**config.mk**
```make
export PLATFORM = sky130hd
export DESIGN_NAME = mostrador_scan
export DESIGN_NICKNAME = d
export VERILOG_FILES = /design/src/rtl/mostrador_scan.sv
export SDC_FILE = /design/constraint.sdc
export NUM_CORES = 1
export LEC_CHECK = 0
export ABC_AREA = 1
export BUFFER_PORTS_ARGS = -buffer_cell sky130_fd_sc_hd__buf_2
export CAP_MARGIN = 0
export CORE_MARGIN = 3
export CORE_UTILIZATION = 38
export CTS_CLUSTER_SIZE = 10
export DETAILED_ROUTE_END_ITERATION = 10
export PLACE_DENSITY_LB_ADDON = 0.08
export SLEW_MARGIN = 20
export SYNTH_ARGS = -nofsm -noshare
export SYNTH_HDL_FRONTEND = slang
export SYNTH_SLANG_ARGS = --single-unit
```
**constraint.sdc**
```tcl
create_clock -name clk -period 3.2 [get_ports clk]
set_clock_uncertainty 0.05 [all_clocks]
set_input_delay 0.48 -clock clk [delete_from_list [all_inputs] [get_ports clk]]
set_output_delay 0.48 -clock clk [all_outputs]
set_load 0.03 [all_outputs]
```
**src/rtl/mostrador_scan.sv**
```systemverilog
// Time-multiplexed 7-segment scan driver: one shared segment bus, per-digit enables,
// with a dead-time gap between digit slots to suppress ghosting.
module mostrador_scan #(
    parameter int N_DIG          = 4,
    parameter int DWELL          = 50000,
    parameter int GAP            = 500,
    parameter bit SEG_ACTIVE_LOW = 1'b1,
    parameter bit DIG_ACTIVE_LOW = 1'b1
) (
    input  logic               clk,
    input  logic               rst,
    input  logic [7*N_DIG-1:0] seg_in,
    input  logic               load,
    input  logic [N_DIG-1:0]   blank_mask,
    output logic [6:0]         seg_out,
    output logic [N_DIG-1:0]   dig_out,
    output logic               frame
);

    localparam int CNT_MAX0 = (DWELL > GAP) ? DWELL : GAP;
    localparam int CNT_MAX  = (CNT_MAX0 > 2) ? CNT_MAX0 : 2;
    localparam int CNT_W    = $clog2(CNT_MAX);
    localparam int IDX_W    = (N_DIG > 1) ? $clog2(N_DIG) : 1;

    localparam logic [CNT_W-1:0] DWELL_LAST = CNT_W'(DWELL - 1);
    localparam logic [CNT_W-1:0] GAP_LAST   = (GAP > 0) ? CNT_W'(GAP - 1) : '0;
    localparam logic [IDX_W-1:0] IDX_LAST   = IDX_W'(N_DIG - 1);

    localparam logic [6:0]       SEG_OFF = SEG_ACTIVE_LOW ? 7'h7F : 7'h00;
    localparam logic [N_DIG-1:0] DIG_OFF = DIG_ACTIVE_LOW ? '1 : '0;

    localparam logic [0:0] ST_GAP  = 1'b0;
    localparam logic [0:0] ST_SHOW = 1'b1;

    function automatic logic [6:0] seg_drive(input logic [6:0] segs);
        return SEG_ACTIVE_LOW ? ~segs : segs;
    endfunction

    function automatic logic [N_DIG-1:0] dig_drive(input logic [IDX_W-1:0] idx);
        logic [N_DIG-1:0] oh;
        oh      = '0;
        oh[idx] = 1'b1;
        return DIG_ACTIVE_LOW ? ~oh : oh;
    endfunction

    logic [0:0]                 state_q, state_d;
    logic [IDX_W-1:0]           idx_q, idx_d;
    logic [CNT_W-1:0]           cnt_q, cnt_d;
    logic [N_DIG-1:0][6:0]      shadow_q, shadow_d;
    logic [6:0]                 seg_q, seg_d;
    logic [N_DIG-1:0]           dig_q, dig_d;
    logic                       frame_q, frame_d;

    logic                       enter;
    logic [IDX_W-1:0]           show_idx;
    logic [IDX_W-1:0]           idx_nxt;

    assign idx_nxt = (idx_q == IDX_LAST) ? '0 : idx_q + IDX_W'(1);

    always_comb begin
        state_d  = state_q;
        idx_d    = idx_q;
        cnt_d    = cnt_q;
        seg_d    = seg_q;
        dig_d    = dig_q;
        frame_d  = 1'b0;
        shadow_d = load ? seg_in : shadow_q;
        enter    = 1'b0;
        show_idx = idx_q;

        case (state_q)
            ST_GAP: begin
                if (cnt_q == GAP_LAST) begin
                    enter = 1'b1;
                end else begin
                    cnt_d = cnt_q + CNT_W'(1);
                end
            end
            ST_SHOW: begin
                if (cnt_q == DWELL_LAST) begin
                    idx_d = idx_nxt;
                    // Without a gap the next slot starts on this same edge.
                    if (GAP == 0) begin
                        enter    = 1'b1;
                        show_idx = idx_nxt;
                    end else begin
                        state_d = ST_GAP;
                        cnt_d   = '0;
                        seg_d   = SEG_OFF;
                        dig_d   = DIG_OFF;
                    end
                end else begin
                    cnt_d = cnt_q + CNT_W'(1);
                end
            end
            default: state_d = ST_GAP;
        endcase

        // Slot entry reads the pre-edge shadow, so a coincident load waits a full scan.
        if (enter) begin
            state_d = ST_SHOW;
            cnt_d   = '0;
            seg_d   = seg_drive(shadow_q[show_idx]);
            dig_d   = blank_mask[show_idx] ? DIG_OFF : dig_drive(show_idx);
            frame_d = (show_idx == '0);
        end
    end

    always_ff @(posedge clk) begin
        if (rst) begin
            state_q  <= ST_GAP;
            idx_q    <= '0;
            cnt_q    <= '0;
            shadow_q <= '0;
            seg_q    <= SEG_OFF;
            dig_q    <= DIG_OFF;
            frame_q  <= 1'b0;
        end else begin
            state_q  <= state_d;
            idx_q    <= idx_d;
            cnt_q    <= cnt_d;
            shadow_q <= shadow_d;
            seg_q    <= seg_d;
            dig_q    <= dig_d;
            frame_q  <= frame_d;
        end
    end

    assign seg_out = seg_q;
    assign dig_out = dig_q;
    assign frame   = frame_q;

endmodule

```
# Yosys cells after proc, flatten, opt, wreduce, memory -nomap -nowiden
# Cells that the tools add are included.
[classes]
eq_ne = 4
div = 0
mux = 22
n_lt_le_gt_ge = 2
shift = 0
reduce_logical = 8
multipliers = 0
add_sub_neg = 2
bitwise_logic = 4
[ops]
columns = ["op", "n"]
rows = [
  ["16-bit 2-to-1 mux", 2],
  ["16-bit one-hot mux with 2 select lines", 1],
  ["7-bit 2-to-1 mux", 4],
  ["16-bit by 1-bit adder with 16-bit output, second input constant", 1],
  ["16-bit equality test, second input constant", 1],
  ["16-bit by 9-bit equality test with 1-bit output, second input constant", 1],
  ["4-bit 2-to-1 mux", 4],
  ["7-bit binary-select mux with 2-bit select", 1],
  ["1-bit 2-to-1 mux", 7],
  ["7-bit inverter", 1],
  ["4-bit inverter", 1],
  ["2-bit AND reduction", 2],
  ["2-bit nonzero test", 2],
  ["2-bit OR reduction", 2],
  ["2-bit by 3-bit < comparator with 1-bit output, second input constant", 1],
  ["2-bit by 1-bit adder with 2-bit output, second input constant", 1],
  ["1-bit binary-select mux with 2-bit select", 1],
  ["1-bit demux with 2-bit select", 1],
  ["2-bit equality test, second input constant", 1],
  ["2-bit by 1-bit >= comparator with 1-bit output, second input constant", 1],
  ["2-bit logical NOT", 1],
  ["2-bit 2-to-1 mux", 1],
  ["2-bit != test, second input constant", 1],
  ["1-bit inverter", 2],
  ["1-bit logical AND", 1],
]
[word_totals]
regBits = 59
output_inout_bits = 12
n_memories = 0
latch_bits = 0
inputBits = 35
ram_bits = 0
romBits = 0
wordCells = 52

# Depth between registers and ports, before layout
# Gate-level depths: netlist (run 1).
[logic_depth]
depth_word = 7
depth_mapped = 10
mapped_depth_nobuf = 9

# Worst setup path before layout (run 1)
# Ideal clock, no wire load.
[synth_timing]
path_type = "register to register"
start = "reg cnt_q[0]"
end = "reg dig_q[1] (netlist: dig_out[1])"
path_stages_with_launch = 10
t_required_ps = 3030
setup_time_ps = 120
arrival_ps = 1230
synth_period_minus_slack_ps = 1400
path_slack_ps = 1800
path_buffers = 1
cell_sequence = "dfxtp_1 ha_1 nand2_1 nor2_1 nand2_2 nor2_4 buf_6 nand3_1 nand2_1 nand3_1"
[synth_between]
elab_chain_cells = 5
word_cells_on_any_way = 8
classes_between = "eq/ne (2); mux (3); reduce/logical (3)"
[synth_lines]
columns = ["element", "line_no", "text"]
rows = [
  ["start: declaration", "48", "logic [CNT_W-1:0] cnt_q, cnt_d;"],
  ["start signal: assignment", "121", "cnt_q <= cnt_d;"],
  ["16-bit by 9-bit equality test with 1-bit output", "73", "if (cnt_q == GAP_LAST) begin"],
  ["1-bit 2-to-1 mux", "73", ""],
  ["1-bit 2-to-1 mux", "71", "case (state_q)"],
  ["2-bit nonzero test (no source line)", "--", ""],
  ["2-bit AND reduction (no source line)", "--", ""],
  ["end signal: assignment", "124", "dig_q <= dig_d;"],
  ["end: declaration", "51", "logic [N_DIG-1:0] dig_q, dig_d;"],
]
# Parallel ways exist; a longest one is shown, timed or not.
# A chain may end at the register's enable or synchronous reset.

==> results.md, run 1 <==
* # fillers at a little under 800
* Most numerous cell in the Yosys netlist: nor2_1
* Power density cells at approximately 460 nW/um^2
* Area leader, netlist: dfxtp_1
* Chip height at between 90 and 100 um
* Setup WS post-layout at roughly 1.3 ns
* Yosys Warn Count at 0
* Final Hold Fails at 0
* Max cap viols at 0
* CTS root buf: clkbuf_8
* Clock-pin transition on the worst setup and hold timing paths at roughly 0.070 ns
* GRT Total Usage at roughly 16%
* Routed length per instance at about 12 um
* Maximum clock insertion buffer count at 2
* Critical path's slowest cell: clkinv_1
* Critical Path Max Stage Delay at ~0.8 ns
* Final WL at 6.758 mm
* Finished Cell Area at ~3400 um^2
* Placed insts at between 500 and 600
* Outcome: complete, no violations
* CP max FO at 42
* Area occupied by multi-input gates at roughly 1400 um^2
* Diode count at 0
* # Post-CTS Setup Buffers at 0
* Nets at ~490
* Final min period at 1.936 ns
* Synth area leaders: dfxtp_1 (41%), o21ai_0 (9.5%), nor2_1 (9.4%), nand2_1 (7.9%), nand3_1 (5.7%)
* Ratio of cells with drive above 1 in the final layout at ~20%
* Setup CP Type: primary input to flip-flop
* Worst hold slack at between 0.2 and 0.3 ns
* Gr ovfl total at 0
* Clk_lat worst skew at between 0.3 and 0.4 ns
* Cts repair resizes at 0
* Cell count after synthesis at approximately 410
* Final Wtd Congestion at between 0.8 and 0.9
* Worst-path cell chain: buf_2 -> clkinv_1 -> o21ai_0 -> a21oi_1
* Hold Path Class: primary input to flip-flop
* Initial antenna violation count at 0
* Row Count at 31
* Post-cts hold buffer count at 0
* Critical Path End Type: flip-flop
* Post-Syn Nets at about 450
* DRC Markers at 0
* Starting Density at around two fifths
* Final TNS setup at 0 ns
* Worst Tran Pin Value at a little over 0.9 ns
* Via count at ~2600
* CTS tree: yes
* Pins Over Slew Limit at 0
* Crit path DAT at 2.07 ns
* First-pass GRT wire length at between 10 and 15 mm
* Vias in the first global route at between 2000 and 2500
* Crit path launch type: primary input
* Initial DRT Pass Iterations at 4
* Worst relative slew slack at a little under two fifths
* Final setup viols at 0
* Ys async rst share at 0%
* Area of the mapped netlist at 2904 um^2
* Post-synth top cells: nor2_1 (73), nand2_1 (61), dfxtp_1 (59)
* Area grow syn2layout at 15.64%
* First DRT Iteration DRCs at a little under 100
* DRT antenna net count at 0
* Synth cell types at 27
* Dpl ws at 1.232 ns
* Sequential cell area at approximately 1200 um^2
* Worst EP required at about 3.3 ns
* Share of the synthesized area in the top cell type at 40.67%
* Core Area at 7331 um^2
* Die area at 8727 um^2
* Placed inst area at about 3200 um^2
* RSZ-0062 raised after global routing: no
* Non-filler cells, final at roughly 560
* Seq cells post-synth at a little under 60
* Syn Area/Cell at roughly 7 um^2
* Port-buffer cells at 46
* Total clock buffers created by CTS at 9
* Main synth FF type: dfxtp_1
* Vias per std cell at 4.681
* Post-synth EDFFs at 0
* Sequential fraction of the synthesis area at between 40% and 50%
* H-tree depth at 3
* TritonCTS Sinks at 59
* IO Pins at between 40 and 50
* Period utilisation layout at 60.50%
* Worst IR drop on VDD at 0.1753 mV
* Largest net degree at the start of global routing at 43
* Die width at 93.42 um
* Leakage at between 1 and 1.5 nW
* Max Clock Freq at between 500 and 600 MHz
* Hpwl dp at ~5 mm
[power by group]
group	total, mW	internal (mW)	leakage (nW)	switching, mW
sequential	0.774	0.762	0.484	0.0119
clock	0.669	0.377	0.0991	0.292
combinational	0.0914	0.0368	0.847	0.0546
total	1.53	1.18	1.43	0.358
[cells in the final DEF (no fill, tap or decap), types with 9 or more instances in the layout]
master and n:
inv_1 39, nand2_1 61, nor2_1 73, a21oi_1 24
buf_2 46, nand2_2 9, o21ai_0 55, clkbuf_8 10
dfxtp_1 59, nand3_1 33
[final timing paths]
| kind | from | endpoint | slack, ns | depth (start not counted) |
|---|---|---|---|---|
| setup reg to reg | cnt_q[0]$_SDFFE_PP0P_ | dig_out[0]$_SDFFE_PP1P_ | 1.34 | 6 |
| hold / removal | rst | state_q$_SDFF_PP0_ | 0.29 | 2 |
| hold reg to reg | cnt_q[0]$_SDFFE_PP0P_ | cnt_q[0]$_SDFFE_PP0P_ | 0.40 | 1 |
| setup / recovery | load | shadow_q[24]$_SDFFE_PP0P_ | 1.26 | 4 |
[worst max-delay path, delay by kind of cell]
family	cells	cell delay, ns
buffers and inverters	2	1.00
AOI/OAI and AO/OA	2	0.57
[per-layer routing]
metal	GRT usage [%]	vias up	routed length [um]
met4	7.326	0	80
met3	3.701	6	348
met1	24.21	1151	3604
li1	-	1408	-
met5	0	-	0
met2	22.33	47	2723
[flip-flops by register name, indices dropped and copies added (netlist names)]
register and flops:
cnt_q 16, state_q 1, idx_q 2, seg_out 7, shadow_q 28, frame 1, dig_out 4
[stage by stage]
step                power [mW]  util (%)
finish                   1.534     45.81
CTS                      1.556     45.81
global placement        0.8819     43.16
global route             1.608     45.81
detailed placement      0.8824     43.16
floorplan               0.8444         -
[kinds of logic (layout without fill, tap and decap cells)]
| logic type | after synthesis | count (layout) | share of synthesized area, % |
|---|---|---|---|
| AOI/OAI and AO/OA | 80 | 80 | 13.92 |
| xor gates and xnor gates | 8 | 8 | 2.413 |
| adders and majority gates | 5 | 5 | 2.154 |
| buffers and inverters | 62 | 108 | 9.435 |
| DFF | 59 | 59 | 40.67 |
| and+or+nand+nor | 199 | 199 | 31.41 |
[layout make-up]
cell class,instances,share of cell area (%)
multi-input combinational,292,43.14
sequential,59,35.17
timing repair buffer,48,7.303
inverter,44,4.918
clock buffer,11,4.210
tap,99,3.689
clock inverter,5,1.565
No activity file was read; power rests on OpenSTA's default activity.
==> run 2: changes to the inputs <==
Clock period 3.2 ns to 2 ns, I/O delays scaled along.
==> run 2 against run 1 <==
  * Final cell count up 0.72%
  * Core utilization rose by 0.70 points
  * Combinational power increased by 66%
  * Highest routed layer unchanged
  * Clock power is 66% higher
  * Non-clock buffer count rose by 6
==> results.md, run 2 (synthesis gave the netlist of run 1 again) <==
* Outcome: complete, no violations
* Pins Over Slew Limit at 0 (unchanged)
* Vias per std cell at 4.722 (+0.88%)
* Ratio of cells with drive above 1 in the final layout at 21.38% (+0.90 points)
* Total clock buffers created by CTS at 9 (unchanged)
* Worst Tran Pin Value at 0.5345 ns (-0.3919 ns)
* Clk_lat worst skew at 0.34 ns (about the same)
* Worst-path cell chain: ha_1 -> nand2_1 -> nor2_1 -> nand2_2 -> nor2_4 -> inv_2 -> nand2_2 -> nand2_1 -> nand3_1
* CP max FO at 12 (-71%)
* Crit path DAT at 1.90 ns (-0.17 ns)
* Final WL at 6.945 mm (+2.8%)
* FF-to-FF End: seg_out[5]$_SDFFE_PP1P_
* Most Crowded Layer GR: met1
* Hold Path Class: primary input to flip-flop
* First-pass GRT wire length at 11.45 mm (+1.7%)
* Die area at 8727 um^2 (unchanged)
* Power density cells at 734.1 nW/um^2 (+61%)
* Hpwl dp at 5.016 mm (+1.6%)
* Final setup viols at 0 (unchanged)
* Power Internal at 1.944 mW (+65%)
* Cell family with most CP delay: simple AND/OR/NAND/NOR gates
* Maximum clock insertion buffer count at 2 (unchanged)
* Last element of the critical path: seg_out[5]$_SDFFE_PP1P_
* Final Wtd Congestion at 0.8567 (+0.49%)
* Critical Path Max Stage Delay at 0.35 ns (-0.43 ns)
* Reg with most FFs: shadow_q
* Gr ovfl total at 0 (unchanged)
* Max cap viols at 0 (unchanged)
* Period utilisation layout at 83.25%
* Routed length per instance at 12.36 um (+2.0%)
* Commonest non-fill, non-tap cell in the layout: nor2_1
* Switching share of power at 22.33% (-1.0 points)
* Finished Cell Area at 3410 um^2 (+1.5%)
* Port-buffer cells at 46 (unchanged)
* CTS root buf: clkbuf_8
* Setup CP Type: flip-flop to flip-flop
* R2r startpoint: cnt_q[0]$_SDFFE_PP0P_
* Number of cells on the critical path at 9 (+5)
* Clk pwr share at 44.4% (+0.8 points)
* Most frequent cells in the layout: nor2_1 (73), nand2_1 (61), dfxtp_1 (59)
* DRT antenna net count at 0 (unchanged)
* Seq pwr share at 49.5% (-1.0 points)
* Final TNS setup at 0 ns (unchanged)
* P_sw at 558.9 uW (+56%)
* Clock-pin transition on the worst setup and hold timing paths at 0.06 ns (about the same)
* RSZ-0062 raised after global routing: no
* Crit path launch type: flip-flop
* Worst EP required at 2.24 ns (-1.09 ns)
* Cts repair resizes at 0 (unchanged)
* Chip height at 93.42 um (unchanged)
* DRC Markers at 0 (unchanged)
* Placed insts at 548 (+1.1%)
* Nets at 500 (+1.2%)
* Max reg flops at 28 (unchanged)
* Initial antenna violation count at 0 (unchanged)
* Placed inst area at 3209 um^2 (+1.4%)
* Final Hold Fails at 0 (unchanged)
* GRT Total Usage at 16.91% (+0.52 points)
* Largest net degree at the start of global routing at 31 (-28%)
* R2R depth at 9 (+3)
* CTS tree: yes
* Die width at 93.42 um (unchanged)
* Worst hold slack at 0.09586 ns (-0.1978 ns)
* Leakage at 1.467 nW (+2.6%)
* Area grow syn2layout at 17.41%
* Starting Density at 39.61% (unchanged)
* # Post-CTS Setup Buffers at 0 (unchanged)
* Met3 Resource Use GR at 5.068% (+1.4 points)
* Post-cts hold buffer count at 0 (unchanged)
* Vias in the first global route at 2386 (+0.42%)
* Worst IR drop on VDD at 0.3549 mV (+100%)
* Critical Path End Type: flip-flop
* Internal reg-to-reg setup slack at 0.34 ns (-1.01 ns)
* Initial DRT Pass Iterations at 4 (unchanged)
* First DRT Iteration DRCs at 124 (+27%)
* Met1 usage at 25.02% (+0.82 points)
* Combinational group share of total power at 6.1% (about the same)
* Final min period at 1.665 ns
* IO Pins at 47 (unchanged)
* Row Count at 31 (unchanged)
* H-tree depth at 3 (unchanged)
* Max Clock Freq at 600.6 MHz
* TritonCTS Sinks at 59 (unchanged)
* Core Area at 7331 um^2 (unchanged)
* Via count at 2654 (+1.6%)
* Critical path's slowest cell: dfxtp_1
* CP bufs+invs at 1 (-1)
* Non-filler cells, final at 562 (+0.72%)
* GRT met2 Usage at 22.39% (+0.060 points)
* Crit path from: cnt_q[0]$_SDFFE_PP0P_
* Diode count at 0 (unchanged)
* Worst relative slew slack at 64.32% (+26 points)
## run 2: cell types whose count changed in the layout (fill, tap and decap cells not counted), sizes merged
cell / delta
inv: +1
buf: +6
clkinvlp: -1
clkinv: -3
clkbuf: +1
## run 2: through the flow
step                power, mW  utilization (%)  setup WS, ns
floorplan               1.351                -        0.6002
global placement        1.418            43.78        0.3770
detailed placement      1.418            43.78        0.3479
CTS                     2.543            46.51        0.3242
global route            2.620            46.51        0.1255
finish                  2.503            46.51        0.3350
## run 2: area by class of cell
class / count / area, um^2
fill: 756 / 3921
clock inverter: 2 / 35.03
inverter: 44 / 165.2
timing repair buffer: 54 / 290.3
multi-input combinational: 292 / 1449
sequential: 59 / 1181
tap: 99 / 123.9
clock buffer: 12 / 165.2
## run 2: worst reg2reg max path, cell delays in order, from the launching register on
cell,delay (ns)
dfxtp_1,0.35
ha_1,0.23
nand2_1,0.09
nor2_1,0.13
nand2_2,0.08
nor2_4,0.26
inv_2,0.06
nand2_2,0.19
nand2_1,0.10
nand3_1,0.07
## run 2: power by group through the flow
stage	logic, mW	registers, mW	clock network (mW)
floorplan	0.0922	1.26	0
global placement	0.152	1.27	0
detailed placement	0.153	1.27	0
CTS	0.154	1.24	1.15
global route	0.178	1.24	1.20
finish	0.152	1.24	1.11
## run 2: how the worst min path moves through the flow
| stage | end | start | slack [ns] | cells after the start |
|---|---|---|---|---|
| after floorplan | state_q$_SDFF_PP0_ | rst | 0.31 | 1 |
| after global placement | cnt_q[0]$_SDFFE_PP0P_ | cnt_q[0]$_SDFFE_PP0P_ | 0.39 | 1 |
| after detailed placement | cnt_q[0]$_SDFFE_PP0P_ | cnt_q[0]$_SDFFE_PP0P_ | 0.39 | 1 |
| after CTS | state_q$_SDFF_PP0_ | rst | 0.07 | 2 |
| after global routing | state_q$_SDFF_PP0_ | rst | 0.09 | 2 |
| final | state_q$_SDFF_PP0_ | rst | 0.1 | 2 |
## run 2: per-layer routing
metal / routed length [um] / share of wire (%) / vias to the layer above
met2: 2763 / 40 / 57
met4: 119 / 1.7 / 0
met3: 332 / 4.8 / 13
li1: - / - / 1419
met1: 3730 / 54 / 1165
met5: 0 / 0 / -
==> run 3: changes to the inputs <==
Settings changed: ABC_AREA 1 to 0.
Clock period 2 ns to 1.39 ns, I/O delays scaled along.
==> run 3 against run 2 <==
  * The run now ends with negative setup slack left
  * Area after synthesis decreased by 13%
  * Die area decreased by 12%
  * Clock-buffer cell count decreased by 2
  * Register-to-register slack got worse by 0.45 ns
  * Power increased by 43%
  * Global-route usage decreased by 0.60 points
  * Combinational power increased by 62%
==> results.md, run 3 <==
* Post-cts hold buffer count at 0 (unchanged)
* Met3 Routed Length at 252 um (-24%)
* Final Wtd Congestion at 0.8023 (-6.3%)
* Hpwl dp at 3.824 mm (-24%)
* IO Pins at 47 (unchanged)
* Seq pwr share at 49.9% (+0.4 points)
* Vias per std cell at 5.052 (+7.0%)
* Hold Path Class: primary input to flip-flop
* Detail Route met2 WL at 2.561 mm (-7.3%)
* Ys async rst share at 0% (unchanged)
* Max reg flops at 28 (unchanged)
* Post-synth top cells: nor2_1 (60), dfxtp_1 (59), mux2i_1 (29)
* Largest net degree at the start of global routing at 44 (+42%)
* Failing checks: negative setup slack
* M1 WL at 2.856 mm (-23%)
* Reg with most FFs: shadow_q
* Port-buffer cells at 46 (unchanged)
* Share of the synthesized area in the top cell type at 46.73% (+6.1 points)
* Min-delay src: seg_in[17]
* Critical Path Max Stage Delay at 0.35 ns (about the same)
* DRC Markers at 0 (unchanged)
* Row Count at 29 (-6.5%)
* Most numerous cell in the Yosys netlist: nor2_1
* Cell family with most CP delay: simple AND/OR/NAND/NOR gates
* Final min period at 1.501 ns (-0.1639 ns)
* Crit path from: cnt_q[1]$_SDFFE_PP0P_
* Critical path's slowest cell: dfxtp_2
* Starting Density at 39.58% (about the same)
* Power density cells at 1052 nW/um^2 (+43%)
* RSZ-0062 raised after global routing: yes
* Main synth FF type: dfxtp_1
* Clock-pin transition on the worst setup and hold timing paths at 0.07 ns (about the same)
* Area leader, netlist: dfxtp_1
* Vias in the first global route at 2015 (-16%)
* Pins Over Slew Limit at 0 (unchanged)
* Worst-path cell chain: ha_4 -> and4bb_2 -> nand4b_1 -> buf_4 -> nand3_2 -> buf_12 -> nor2_1
* Final setup viols at 31 (+31)
* CP max FO at 15 (+3)
* Crit path launch type: flip-flop
* Sequential fraction of the synthesis area at 46.73% (+6.1 points)
* Leakage at 1.431 nW (-2.5%)
* R2r startpoint: cnt_q[1]$_SDFFE_PP0P_
* CTS tree: yes
* GRT Total Usage at 16.31% (-0.60 points)
* Switching share of power at 23.14% (+0.81 points)
* Core Area at 6386 um^2 (-13%)
* Post-synth EDFFs at 0 (unchanged)
* First DRT Iteration DRCs at 69 (-44%)
* Diode count at 0 (unchanged)
* Initial DRT Pass Iterations at 4 (unchanged)
* Critical Path End Type: flip-flop
* Final TNS setup at -2.692 ns (-2.692 ns)
* Setup WS post-layout at -0.1111 ns (-0.4461 ns)
* Finished Cell Area at 3390 um^2 (-0.59%)
* Chip height at 87.56 um (-6.3%)
* Die width at 87.56 um (-6.3%)
* H-tree depth at 3 (unchanged)
* Clk_lat worst skew at 0.34 ns (about the same)
* Final Hold Fails at 0 (unchanged)
* P_sw at 825.4 uW (+48%)
* Nets at 364 (-27%)
* Post-Syn Nets at 284 (-37%)
* Period utilisation layout at 108.0% (+25 points)
* TritonCTS Sinks at 59 (unchanged)
* Cell count after synthesis at 244 (-41%)
* Worst relative slew slack at 69.72% (+5.4 points)
* Non-filler cells, final at 405 (-28%)
* Area of the mapped netlist at 2527 um^2 (-13%)
* First-pass GRT wire length at 9.597 mm (-16%)
* Worst EP required at 1.57 ns (-0.67 ns)
* Seq cells post-synth at 59 (unchanged)
* CP bufs+invs at 2 (+1)
* Maximum clock insertion buffer count at 2 (unchanged)
* Commonest non-fill, non-tap cell in the layout: nor2_1
* Synth area leaders: dfxtp_1 (47%), mux2i_1 (11%), nor2_1 (8.9%), mux4_2 (7.1%), xnor2_1 (4.5%)
* Worst Tran Pin Value at 0.4542 ns (-0.08029 ns)
* Initial antenna violation count at 0 (unchanged)
* Combinational group share of total power at 6.9% (+0.8 points)
* Synth cell types at 30 (+11%)
* Via count at 2046 (-23%)
* # fillers at 614 (-19%)
* Crit path DAT at 1.68 ns (-0.22 ns)
* Gr ovfl total at 0 (unchanged)
* Yosys Warn Count at 0 (unchanged)
* Die area at 7666 um^2 (-12%)
* Final WL at 5.774 mm (-17%)
* Max cap viols at 0 (unchanged)
* Placed inst area at 3054 um^2 (-4.8%)
* CTS root buf: clkbuf_8
* Most frequent cells in the layout: nor2_1 (59), dfxtp_1 (49), buf_2 (46)
* Clk pwr share at 43.2% (-1.2 points)
* Syn Area/Cell at 10.36 um^2 (+47%)
* Total clock buffers created by CTS at 9 (unchanged)
* Placed insts at 382 (-30%)
* Power Internal at 2.742 mW (+41%)
* Area grow syn2layout at 34.11%
* Routed length per instance at 14.26 um (+15%)
* Worst hold slack at 0.05466 ns (-0.04120 ns)
* DRT antenna net count at 0 (unchanged)
* Setup CP Type: flip-flop to flip-flop
* Max Clock Freq at 666.2 MHz (+11%)
* Ratio of cells with drive above 1 in the final layout at 40.85% (+19 points)
* Top layer in use: met4
* Worst IR drop on VDD at 0.7772 mV (+120%)
* Outcome: complete, but fails checks
==> run 3: path summary, 6_finish.rpt <==
check | to | slack, ns | cells past startpoint
setup / recovery | cnt_q[3]$_SDFFE_PP0P_ | -0.11 | 7
hold / removal | shadow_q[17]$_SDFFE_PP0P_ | 0.05 | 3
setup reg to reg | cnt_q[3]$_SDFFE_PP0P_ | -0.11 | 7
hold reg to reg | shadow_q[7]$_SDFFE_PP0P_ | 0.44 | 2
==> run 3: cell type report <==
| type | count | area [um^2] | share of cell area, % |
|---|---|---|---|
| flip-flops and latches | 59 | 1194 | 35.22 |
| multi-input cells | 165 | 1341 | 39.57 |
| clock inverters | 5 | 53.80 | 1.587 |
| well taps | 77 | 96.34 | 2.842 |
| clock buffers | 10 | 137.6 | 4.061 |
| inverters | 7 | 26.28 | 0.7752 |
| repair buffers | 82 | 540.5 | 15.95 |
==> run 3: cells by family (layout without fill, tap and decap cells) <==
group                      Yosys count  after routing  synth area share (%)
and+or+nand+nor                     95             96                 19.31
DFF                                 59             59                 46.73
muxes                               37             37                 18.61
buffers and inverters               21            104                 3.812
xor gates and xnor gates            14             14                 4.852
AOI/OAI and AO/OA                   13             13                 4.208
adders and majority gates            5              5                 2.475
==> run 3: per-layer routing <==
metal | vias up | GRT usage (%)
met1 | 967 | 22.66
li1 | 1030 | -
met3 | 9 | 4.421
met5 | - | 0
met4 | 0 | 7.671
met2 | 40 | 23.49
==> run 3: repair_timing <==
item,CTS,global route
buffers inserted,6,1
pin swaps,16,8
resized for setup,16,6
setup endpoints to repair,31,31
cloned,1,0
==> run 3: power by group through the flow <==
| stage | Clock [mW] | Sequential, mW | Combinational (mW) |
|---|---|---|---|
| after floorplan | 0 | 1.81 | 0.149 |
| after global placement | 0 | 1.82 | 0.236 |
| after detailed placement | 0 | 1.82 | 0.238 |
| after CTS | 1.57 | 1.78 | 0.249 |
| after global routing | 1.66 | 1.79 | 0.277 |
| final | 1.54 | 1.78 | 0.247 |
==> run 3: per-stage QoR <==
step,utilization (%),setup slack [ns],power [mW]
after floorplan,-,-0.07581,1.958
after global placement,47.83,-0.1581,2.053
after detailed placement,47.83,-0.1652,2.057
after CTS,52.55,-0.1131,3.602
after global routing,53.08,-0.2007,3.717
final,53.08,-0.1111,3.567
==> run 3: worst reg2reg max path, stage by stage, from the launching register on <==
cell and delay [ns]:
dfxtp_2 0.35, ha_4 0.15, and4bb_2 0.25, nand4b_1 0.13, buf_4 0.18, nand3_2 0.08, buf_12 0.14, nor2_1 0.06
